[config.mk]
export PLATFORM = sky130hd
export DESIGN_NAME = instr_fetch_queue
export DESIGN_NICKNAME = d
export VERILOG_FILES = /design/src/rtl/instr_fetch_queue.sv
export SDC_FILE = /design/constraint.sdc
export NUM_CORES = 1
export LEC_CHECK = 0
export ABC_AREA = 1
export BUFFER_PORTS_ARGS = -buffer_cell sky130_fd_sc_hd__buf_2
export CORE_MARGIN = 3
export CORE_UTILIZATION = 61
export DETAILED_ROUTE_END_ITERATION = 7
export PLACE_DENSITY = 0.81
export SYNTH_ARGS = -nofsm -noshare
export SYNTH_HDL_FRONTEND = slang
export SYNTH_SLANG_ARGS = --single-unit
export TNS_END_PERCENT = 30
[constraint.sdc]
create_clock -name clk -period 9.75 [get_ports clk]
set_clock_uncertainty 0.05 [all_clocks]
set_input_delay 1.4625 -clock clk [delete_from_list [all_inputs] [get_ports clk]]
set_output_delay 1.4625 -clock clk [all_outputs]
set_load 0.01 [all_outputs]
[src/rtl/instr_fetch_queue.sv]
// Fetch queue: accepts PCs, issues 1-cycle-latency instruction memory reads and
// buffers returned {instr, pc, misaligned} entries in a DEPTH-entry FIFO for decode.
module instr_fetch_queue #(
    parameter int WIDTH = 32,
    parameter int DEPTH = 4
) (
    input  logic             clk,
    input  logic             rst,
    input  logic [WIDTH-1:0] pc_i,
    input  logic             pc_valid_i,
    output logic             pc_ready_o,
    input  logic             flush_i,
    output logic             mem_en_o,
    output logic [WIDTH-1:0] mem_addr_o,
    input  logic [WIDTH-1:0] mem_rdata_i,
    output logic [WIDTH-1:0] instr_o,
    output logic [WIDTH-1:0] instr_pc_o,
    output logic             instr_misaligned_o,
    output logic             instr_valid_o,
    input  logic             instr_ready_i
);

    localparam int PTR_W = (DEPTH > 1) ? $clog2(DEPTH) : 1;
    localparam logic [PTR_W:0] DEPTH_C = DEPTH[PTR_W:0];

    logic [WIDTH-1:0] fifo_instr_q [DEPTH];
    logic [WIDTH-1:0] fifo_pc_q    [DEPTH];
    logic             fifo_mis_q   [DEPTH];

    logic [PTR_W-1:0] wr_ptr_q, wr_ptr_d;
    logic [PTR_W-1:0] rd_ptr_q, rd_ptr_d;
    logic [PTR_W:0]   count_q, count_d;
    logic             inflight_valid_q, inflight_valid_d;
    logic [WIDTH-1:0] inflight_pc_q, inflight_pc_d;
    logic             inflight_mis_q, inflight_mis_d;

    logic [PTR_W:0] occupancy;
    logic           accept;
    logic           push;
    logic           pop;

    // Credit counts the in-flight read so a returning instruction always has a slot;
    // same-cycle pops are deliberately ignored to keep instr_ready_i off pc_ready_o.
    always_comb begin
        occupancy          = count_q + {{PTR_W{1'b0}}, inflight_valid_q};
        pc_ready_o         = !rst && !flush_i && (occupancy < DEPTH_C);
        accept             = pc_valid_i && pc_ready_o;
        mem_en_o           = accept;
        mem_addr_o         = pc_i;
        instr_valid_o      = (count_q != '0);
        pop                = instr_valid_o && instr_ready_i;
        push               = inflight_valid_q && !flush_i && !rst;
        instr_o            = fifo_instr_q[rd_ptr_q];
        instr_pc_o         = fifo_pc_q[rd_ptr_q];
        instr_misaligned_o = fifo_mis_q[rd_ptr_q];
    end

    always_comb begin
        wr_ptr_d         = wr_ptr_q;
        rd_ptr_d         = rd_ptr_q;
        count_d          = count_q;
        inflight_valid_d = accept;
        inflight_pc_d    = accept ? pc_i : inflight_pc_q;
        inflight_mis_d   = accept ? (|pc_i[1:0]) : inflight_mis_q;

        if (push) begin
            wr_ptr_d = wr_ptr_q + 1'b1;
        end
        if (pop) begin
            rd_ptr_d = rd_ptr_q + 1'b1;
        end
        case ({push, pop})
            2'b10:   count_d = count_q + 1'b1;
            2'b01:   count_d = count_q - 1'b1;
            default: count_d = count_q;
        endcase

        // A redirect drops the returning read and everything queued.
        if (flush_i) begin
            wr_ptr_d         = '0;
            rd_ptr_d         = '0;
            count_d          = '0;
            inflight_valid_d = 1'b0;
        end
    end

    always_ff @(posedge clk) begin
        if (rst) begin
            wr_ptr_q         <= '0;
            rd_ptr_q         <= '0;
            count_q          <= '0;
            inflight_valid_q <= 1'b0;
        end else begin
            wr_ptr_q         <= wr_ptr_d;
            rd_ptr_q         <= rd_ptr_d;
            count_q          <= count_d;
            inflight_valid_q <= inflight_valid_d;
        end
    end

    always_ff @(posedge clk) begin
        inflight_pc_q  <= inflight_pc_d;
        inflight_mis_q <= inflight_mis_d;
    end

    always_ff @(posedge clk) begin
        if (push) begin
            fifo_instr_q[wr_ptr_q] <= mem_rdata_i;
            fifo_pc_q[wr_ptr_q]    <= inflight_pc_q;
            fifo_mis_q[wr_ptr_q]   <= inflight_mis_q;
        end
    end

endmodule
==> results of run 1 <==
## power groups by stage
| stage | combinational [mW] | sequential, mW | clock [mW] |
|---|---|---|---|
| 2_1_floorplan | 0.0296 | 1.46 | 0 |
| 3_3_place_gp | 0.0537 | 1.46 | 0 |
| 3_5_place_dp | 0.0557 | 1.46 | 0 |
| 4_1_cts | 0.0559 | 1.44 | 1.03 |
| 5_1_grt | 0.0610 | 1.44 | 1.09 |
| 6_report | 0.0552 | 1.44 | 1.01 |
## flip-flops by register name (all words and copies together) (netlist names), named ones only
| register | cells |
|---|---|
| fifo_pc_q | 128 |
| fifo_instr_q | 128 |
| fifo_mis_q | 4 |
| rd_ptr_q | 2 |
| inflight_pc_q | 32 |
| inflight_valid_q | 1 |
| wr_ptr_q | 2 |
| count_q | 3 |
| inflight_mis_q | 1 |
## synth_stat cells
cell      instances
o21ai_0          92
clkbuf_1         17
nand2_1          14
or2_2             1
a21oi_1           4
ha_1              5
nor2_4           20
nor2_1          126
o21ai_2           5
buf_4            33
o22ai_1          45
inv_6             1
nand3_1           4
buf_2            12
buf_6             9
inv_2             1
fa_1              1
dfxtp_1          10
xnor2_1           1
o21ai_1          35
o22ai_2          20
buf_12            3
edfxtp_1        293
nor3b_1           2
inv_1            16
## cell families (layout without fill, tap and decap cells)
family / count (synthesis) / after routing / synth area share
AOI/OAI and AO/OA: 201 / 201 / 0.105
and+or+nand+nor: 167 / 167 / 0.0676
DFF: 303 / 303 / 0.768
buffers and inverters: 92 / 246 / 0.0517
xor gates and xnor gates: 1 / 1 / 0.000748
adders and majority gates: 6 / 6 / 0.00705
## worst min-delay path, stage by stage (launching register included)
cell and delay [ns]:
dfxtp_1 0.32, nand2_1 0.06, a21oi_1 0.06
## layout make-up
class                           count  area, um2  area share
Clock buffer                       44        802      0.0604
Clock inverter                      7       56.3     0.00424
Inverter                           18       72.6     0.00546
Multi-Input combinational cell    375       2150       0.162
Sequential cell                   303       9000       0.678
Tap cell                          234        293      0.0220
Timing Repair Buffer              177        908      0.0684
## worst min-delay path by stage
stage	slack, ns	to
2_1_floorplan	0.41	fifo_mis_q[0]
5_1_grt	0.45	fifo_pc_q[0][12]
4_1_cts	0.44	flop
6_report	0.44	flop
3_5_place_dp	0.43	flop
3_3_place_gp	0.42	fifo_pc_q[1][16]
## metal layers
layer  share of wire  up-vias  track usage
met4           0.023        2       0.0614
met3           0.079       45       0.0370
met2            0.51      272        0.368
met5         0.00059        -            0
met1            0.39     3267        0.266
li1                -     3092            -
## metrics by stage
stage | utilization | instance area [um2]
2_1_floorplan | - | 11700
4_1_cts | 0.708 | 13300
5_1_grt | 0.708 | 13300
3_3_place_gp | 0.662 | 12400
6_report | 0.708 | 13300
3_5_place_dp | 0.662 | 12400
## cell usage in the layout, fill, tap and decap left out, drive strengths merged
cell type	Yosys	final
or2	1	1
clkinv	0	6
edfxtp	293	293
xnor2	1	1
inv	18	18
dfxtp	10	10
buf	57	177
fa	1	1
nor3b	2	2
o22ai	65	65
ha	5	5
clkbuf	17	44
o21ai	132	132
nor2	146	146
bufinv	0	1
a21oi	4	4
nand2	14	14
nand3	4	4
==> reports/results.ini, run 1 <==
[clocking]
path_clk_slew_ns = 0.06
hold_buffers = 0
clock_latency_ns = 0.53
cts_max_path_buffers = 3
root_buffer = clkbuf_16
cts-buffers-inserted = 29
cts_resized = 0
cts.sinks = 303
htree_levels = 1
cts_tree = done
cts_setup_buffers = 0

[setup_path]
critPathRequiredTime_ns = 8.24
worst-path-stages = 5
cp-start-kind = flop
cpPeakStageDelay_ns = 0.90
crit_end = instr_o[31]
critical_path_peak_fanout = 72
path_class = reg2out
cp_slowest_cell = buf_4
end_kind = output pin
cp_cell_sequence = inv_6 -> buf_4 -> o21ai_0 -> o22ai_1 -> buf_2
r2r_cells = 3
r2r-end = fifo_pc_q[0][20]
arrival_ns = 3.08
rrSetupSlack_ns = 7.14
r2r-start = inflight_valid_q
cp_num_buf_inv = 3
critical_path.top_delay_family = buffers and inverters

[place]
place.gp.congestion = 0.750
dp_cells = 1107
dpl_worst_slack_ns = 5.29
hpwl_um = 12800
port_buffers = 168

[power_and_ir_drop]
power.total_mw = 2.50
power_frac_comb = 0.022
clkPwrFrac = 0.404
p_switching_mw = 0.460
power_density_nw_per_um2 = 188
power_leakage_nw = 4.63
seqPwrFrac = 0.574
ir_drop_v = 0.000214
cell_internal_pwr_mw = 2.04
sw_frac_of_total = 0.184

[cells_and_area]
layout.nets = 979
drive_gt1_frac = 0.289
area_growth_pct = 13.4
fillCellCount = 1224
instances_no_fill = 1158
n_antenna_cell = 0

[detailed_routing]
drc = 0
drt-total-wl_um = 22000
viasPerCell = 5.77
post_drt_wl_per_cell_um = 19.0
num_vias = 6678
drtPass1Iterations = 5
antenna_left = 0
drt_iter0_markers = 495

[sta]
slew_headroom = 0.304
tns_ns = 0
fmax_mhz = 218
period_minus_slack_ns = 4.60
worst_slack_ns = 5.15
rsz0062_at_grt = false
tightest_slew_ns = 1.04
hold_ws_ns = 0.439
fin_crit_sh = 0.471
finalHoldViolations = 0
setup_viol = 0
slew_viol_final = 0

[global_route]
grtUsageTotal = 0.208
grt_max_degree = 73
overflow = 0
grt_pass1_vias = 6645
antenna_found_initial = 1
grt_pass1_wl_um = 33600

[logic_synthesis]
yosys.area.top_type = edfxtp_1
synthesis.area_per_instance_um2 = 15.2
synth_area_um2 = 11700
syn_inst = 770
synth_seq_cells = 303
synth_nets = 845
synth_seq_area_share = 0.768
synth_top_area_frac = 0.751
yosysUniqueCellTypes = 25
ys_top_cells_by_area = edfxtp_1 (75%), nor2_1 (4.0%), o21ai_0 (3.9%)
yosysWarnings = 0

[outcome]
outcome = complete, no violations

[hold_path]
hold_path_depth = 2
hp-start = rd_ptr_q[1]
min_path_type = reg2reg

[die]
num_rows = 50
coreArea_um2 = 18800
start_util = 0.624
die_w_um = 145
dieArea_um2 = 20900
io_pins = 169
die_h_um = 145

[run]
max-cap-violations = 0

No activity file was read; power rests on OpenSTA's default activity.
==> inputs of run 2 (changes only) <==
--- a/config.mk
+++ b/config.mk
@@ -5,12 +5,12 @@
 export SDC_FILE = /design/constraint.sdc
 export NUM_CORES = 1
 export LEC_CHECK = 0
-export ABC_AREA = 1
+export ABC_AREA = 0
 export BUFFER_PORTS_ARGS = -buffer_cell sky130_fd_sc_hd__buf_2
 export CORE_MARGIN = 3
-export CORE_UTILIZATION = 61
+export CORE_UTILIZATION = 51
 export DETAILED_ROUTE_END_ITERATION = 7
-export PLACE_DENSITY = 0.81
+export PLACE_DENSITY = 0.73
 export SYNTH_ARGS = -nofsm -noshare
 export SYNTH_HDL_FRONTEND = slang
 export SYNTH_SLANG_ARGS = --single-unit
==> constraint.sdc (replaced) <==
create_clock -name clk -period 4 [get_ports clk]
set_clock_uncertainty 0.05 [all_clocks]
set_input_delay 0.6 -clock clk [delete_from_list [all_inputs] [get_ports clk]]
set_output_delay 0.6 -clock clk [all_outputs]
set_load 0.01 [all_outputs]
==> run 2 against run 1 <==
Critical endpoint is now instr_o[3]. Clock-buffer cell count down 11. Non-clock buffer count down 7. Highest routed layer unchanged. Critical path depth down 2. Final area down 2.1%. Worst hold slack worse by 0.25 ns. Cell count down 21%. First-iteration DRC count down 27%. Utilization down 9.7 points. Sequential power up 140%.
==> reports/results.ini, run 2 <==
[sta]
tns_ns = 0
setup_viol = 0
fin_crit_sh = 0.769
rsz0062_at_grt = false
tightest_slew_ns = 1.02
slew_viol_final = 0
finalHoldViolations = 0
period_minus_slack_ns = 3.08
fmax_mhz = 325
slew_headroom = 0.319

[clocking]
path_clk_slew_ns = 0.06
cts-buffers-inserted = 30
cts_tree = done
clock_latency_ns = 0.54
htree_levels = 1
hold_buffers = 0
cts_setup_buffers = 0
root_buffer = clkbuf_16
cts_max_path_buffers = 3
cts_resized = 0
cts.sinks = 303

[cells_and_area]
drive_gt1_frac = 0.448
layout_common_cells = edfxtp_1 (293), buf_2 (168), mux4_2 (65), clkbuf_16 (31)
reg_top3 = fifo_instr_q x128, fifo_pc_q x128, inflight_pc_q x32
final_common_cell = edfxtp_1
layout.nets = 691
n_antenna_cell = 0
area_growth_pct = 16.5

[logic_synthesis]
yosysWarnings = 0
synth_nets = 537
yosys.area.top_type = edfxtp_1
ys_top_cells_by_count = edfxtp_1 (293), mux4_2 (65), buf_4 (33), nor2_1 (12), dfxtp_1 (10)
synth_seq_area_share = 0.806
yosysUniqueCellTypes = 24
synth-async-reset-ratio = 0
synth.most_common_cell = edfxtp_1
synth_seq_cells = 303
syn_inst = 462
synth_top_area_frac = 0.788
synthFlopType = edfxtp_1
synth_area_um2 = 11200
ys_top_cells_by_area = edfxtp_1 (79%), mux4_2 (13%), buf_4 (2.2%)
synth-edff-count = 293
synthesis.area_per_instance_um2 = 24.2

[hold_path]
min_path_type = in2reg

[setup_path]
path_class = reg2out
arrival_ns = 2.43
critPathRequiredTime_ns = 3.35
critical_path_peak_fanout = 39
cp-start-kind = flop
end_kind = output pin

[detailed_routing]
drt_iter0_markers = 360
drc = 0
viasPerCell = 5.36
post_drt_wl_per_cell_um = 20.7
num_vias = 4905
drtPass1Iterations = 4
drt-total-wl_um = 19000
antenna_left = 0

[global_route]
grt_max_degree = 66
overflow = 0
grt_pass1_wl_um = 29400
grt_pass1_vias = 5319
grtUsageTotal = 0.159
antenna_found_initial = 1

[outcome]
outcome = complete, no violations

[power_and_ir_drop]
power.total_mw = 6.41
ir_drop_v = 0.000372
power_density_nw_per_um2 = 492
power_leakage_nw = 4.32

[die]
start_util = 0.525
die_w_um = 154
dieArea_um2 = 23700
coreArea_um2 = 21300
io_pins = 169
die_h_um = 154
num_rows = 53

[place]
hpwl_um = 10900
place.gp.congestion = 0.681
port_buffers = 168

[run]
max-cap-violations = 0

[run 2: changes by cell type after synthesis, sizes merged, moves of 3 or more]
| cell | change |
|---|---|
| nor2 | -134 |
| o21ai | -131 |
| mux4 | +65 |
| o22ai | -65 |
| clkbuf | -14 |
| inv | -13 |
| buf | -12 |
| nand2 | -12 |
| and3 | +4 |
| nand3 | -3 |
| xor2 | +3 |
[run 2: area by class of cell]
class	instances	area [um2]
clock buffers	33	783
repair buffers	170	868
flip-flops and latches	303	9010
clock inverters	23	213
fillers	1430	8280
well taps	275	344
multi-input cells	106	1780
inverters	5	18.8
[run 2: final timing paths]
check	slack [ns]	endpoint	startpoint	depth (start not counted)
worst min-delay path	0.19	inflight_pc_q[27]	pc_i[27]	1
worst max-delay path	0.92	instr_o[3]	flop	3
worst min register to register	0.44	fifo_pc_q[1][0]	inflight_pc_q[0]	0
worst max register to register	1.83	inflight_pc_q[2]	inflight_valid_q	4
[run 2: cells by family after synthesis]
| group | Yosys count | synth area share |
|---|---|---|
| flops | 303 | 0.806 |
| mux | 66 | 0.132 |
| buf+inv | 53 | 0.0375 |
| simple gates | 23 | 0.00963 |
| xor+xnor | 6 | 0.00471 |
| fa+ha+maj | 6 | 0.00740 |
| compound gates | 5 | 0.00291 |
[run 2: worst max-delay path: stages, from the launching register on]
cell and delay (ns):
dfxtp_4 0.71, buf_12 0.36, mux4_2 0.59, buf_2 0.16
[run 2: through the flow]
stage / instances / hold WS (ns) / cell area (um2) / worst slack (ns) / utilization
6_report: 915 / 0.192 / 13000 / 0.922 / 0.611
5_1_grt: 915 / 0.178 / 13000 / 0.757 / 0.611
4_1_cts: 915 / 0.170 / 13000 / 0.839 / 0.611
3_5_place_dp: 859 / 0.431 / 12000 / 1.42 / 0.564
3_3_place_gp: 859 / 0.414 / 12000 / 1.42 / 0.564
2_1_floorplan: 462 / 0.409 / 11200 / 0.927 / -
[run 2: report_power, final]
group | internal [mW] | total (mW) | switching, mW
Combinational | 0.0517 | 0.121 | 0.0694
Sequential | 3.50 | 3.52 | 0.0184
Clock | 1.66 | 2.76 | 1.10
Total | 5.22 | 6.41 | 1.19
[run 2: metal layers]
metal  share of wire  vias up  routed length [um]  GRT usage
met5         0.00037        -                   7          0
met4           0.026        2                 491     0.0416
met3           0.065       39                1230     0.0321
met2            0.49      187                9270      0.268
met1            0.42     2482                7970      0.216
li1                -     2195                   -          -
==> inputs of run 3 (changes only) <==
==> constraint.sdc (replaced) <==
create_clock -name clk -period 2.7 [get_ports clk]
set_clock_uncertainty 0.05 [all_clocks]
set_input_delay 0.405 -clock clk [delete_from_list [all_inputs] [get_ports clk]]
set_output_delay 0.405 -clock clk [all_outputs]
set_load 0.01 [all_outputs]
==> run 3 against run 2 <==
Critical path depth unchanged. Die area unchanged. Sequential share of layout area decreased by 2.3 points. Power increased by 49%. Setup slack got worse by 0.72 ns. Global-route usage increased by 0.85 points. Sequential cell count unchanged. Utilization increased by 2.1 points. First-iteration DRC count decreased by 16%. Wire length increased by 3.9%. Critical path type unchanged.
==> reports/results.ini, run 3 (synthesis gave the netlist of run 2 again) <==
[cells_and_area]
instances_no_fill = 953
reg_top3 = fifo_instr_q x128, fifo_pc_q x128, inflight_pc_q x32
area_growth_pct = 20.5
utilization = 0.632
final_common_cell = edfxtp_1
n_antenna_cell = 0
fillCellCount = 1400
drive_gt1_frac = 0.444
layout_common_cells = edfxtp_1 (293), buf_2 (168), mux4_2 (65), clkbuf_16 (29), dlygate4sd3_1 (26)
layout.nets = 730

[setup_path]
cp_cell_sequence = buf_4 -> mux4_2 -> buf_2
cp_slowest_cell = dfxtp_4
cpPeakStageDelay_ns = 0.67
path_class = reg2out
critPathRequiredTime_ns = 2.25
cp-start-kind = flop
end_kind = output pin
arrival_ns = 2.04
critical_path_peak_fanout = 30

[run]
max-cap-violations = 0

[power_and_ir_drop]
power_leakage_nw = 4.53
ir_drop_v = 0.000474
power_density_nw_per_um2 = 708

[global_route]
grtUsageTotal = 0.168
grt_pass1_vias = 5537
overflow = 0
antenna_found_initial = 0
grt_pass1_wl_um = 31100
grt_max_degree = 45

[detailed_routing]
num_vias = 5099
drtPass1Iterations = 4
viasPerCell = 5.35
drt-total-wl_um = 19700
drt_iter0_markers = 304
drc = 0
antenna_left = 0
post_drt_wl_per_cell_um = 20.7

[die]
io_pins = 169
start_util = 0.525
die_w_um = 154
dieArea_um2 = 23700
coreArea_um2 = 21300
die_h_um = 154
num_rows = 53

[clocking]
cts_max_path_buffers = 3
cts-buffers-inserted = 29
htree_levels = 1
clock_latency_ns = 0.54
cts_setup_buffers = 0
path_clk_slew_ns = 0.06
cts.sinks = 303
root_buffer = clkbuf_16
cts_tree = done

[hold_path]
min_path_type = in2reg

[sta]
tightest_slew_ns = 0.509
fmax_mhz = 401
rsz0062_at_grt = false
fin_crit_sh = 0.924
setup_viol = 0
worst_slack_ns = 0.206
slew_headroom = 0.661
slew_viol_final = 0
hold_ws_ns = 0.0223
period_minus_slack_ns = 2.49
finalHoldViolations = 0
tns_ns = 0

[place]
port_buffers = 168
dp_cells = 873
dpl_worst_slack_ns = 0.625
hpwl_um = 12100
place.gp.congestion = 0.726

[outcome]
outcome = complete, no violations

run 3: cell types whose count changed in the layout (fill, tap and decap cells not counted), moves of 2 or more:
cell	change
buf_12	+7
buf_4	+7
clkbuf_1	+3
clkbuf_16	-2
clkinv_1	-5
clkinvlp_4	-2
dlygate4sd3_1	+26
run 3: timing repair:
action,4_1_cts,5_1_grt
hold buffers,26,0
resized for setup,0,0
hold endpoints to repair,26,0
run 3: worst paths after layout:
| path | startpoint | to | slack, ns | depth (start not counted) |
|---|---|---|---|---|
| max | flop | instr_pc_o[3] | 0.21 | 3 |
| min | pc_i[2] | inflight_pc_q[2] | 0.02 | 1 |
| max reg2reg | count_q[0] | count_q[2] | 0.65 | 7 |
| min reg2reg | inflight_pc_q[0] | fifo_pc_q[1][0] | 0.44 | 0 |
run 3: area by class of cell:
| cell class | count | area [um2] | area share |
|---|---|---|---|
| Sequential cell | 303 | 9010 | 0.669 |
| Inverter | 5 | 18.8 | 0.00139 |
| Timing Repair Buffer | 210 | 1320 | 0.0982 |
| Tap cell | 275 | 344 | 0.0256 |
| Clock inverter | 20 | 248 | 0.0184 |
| Clock buffer | 34 | 744 | 0.0553 |
| Multi-Input combinational cell | 106 | 1780 | 0.132 |
run 3: worst max-delay path, delay by kind of cell (launching register included):
family | cells | cell delay (ns)
flops | 1 | 0.67
mux | 1 | 0.35
buf+inv | 2 | 0.46
run 3: power by group:
group	total (mW)	switching [mW]	internal, mW
Clock	4.11	1.64	2.47
Sequential	5.21	0.0275	5.19
Combinational	0.213	0.108	0.105
run 3: metal layers:
layer	vias to the layer above	wire length, um	track usage
li1	2270	-	-
met1	2610	7980	0.226
met2	185	10000	0.283
met3	34	1340	0.0346
met4	0	400	0.0463
met5	-	0	0
run 3: stage by stage:
step	power, mW	cell area [um2]
after floorplan	5.40	11200
after global routing	9.84	13500
final	9.53	13500
after detailed placement	5.50	12200
after CTS	9.63	13500
after global placement	5.49	12200
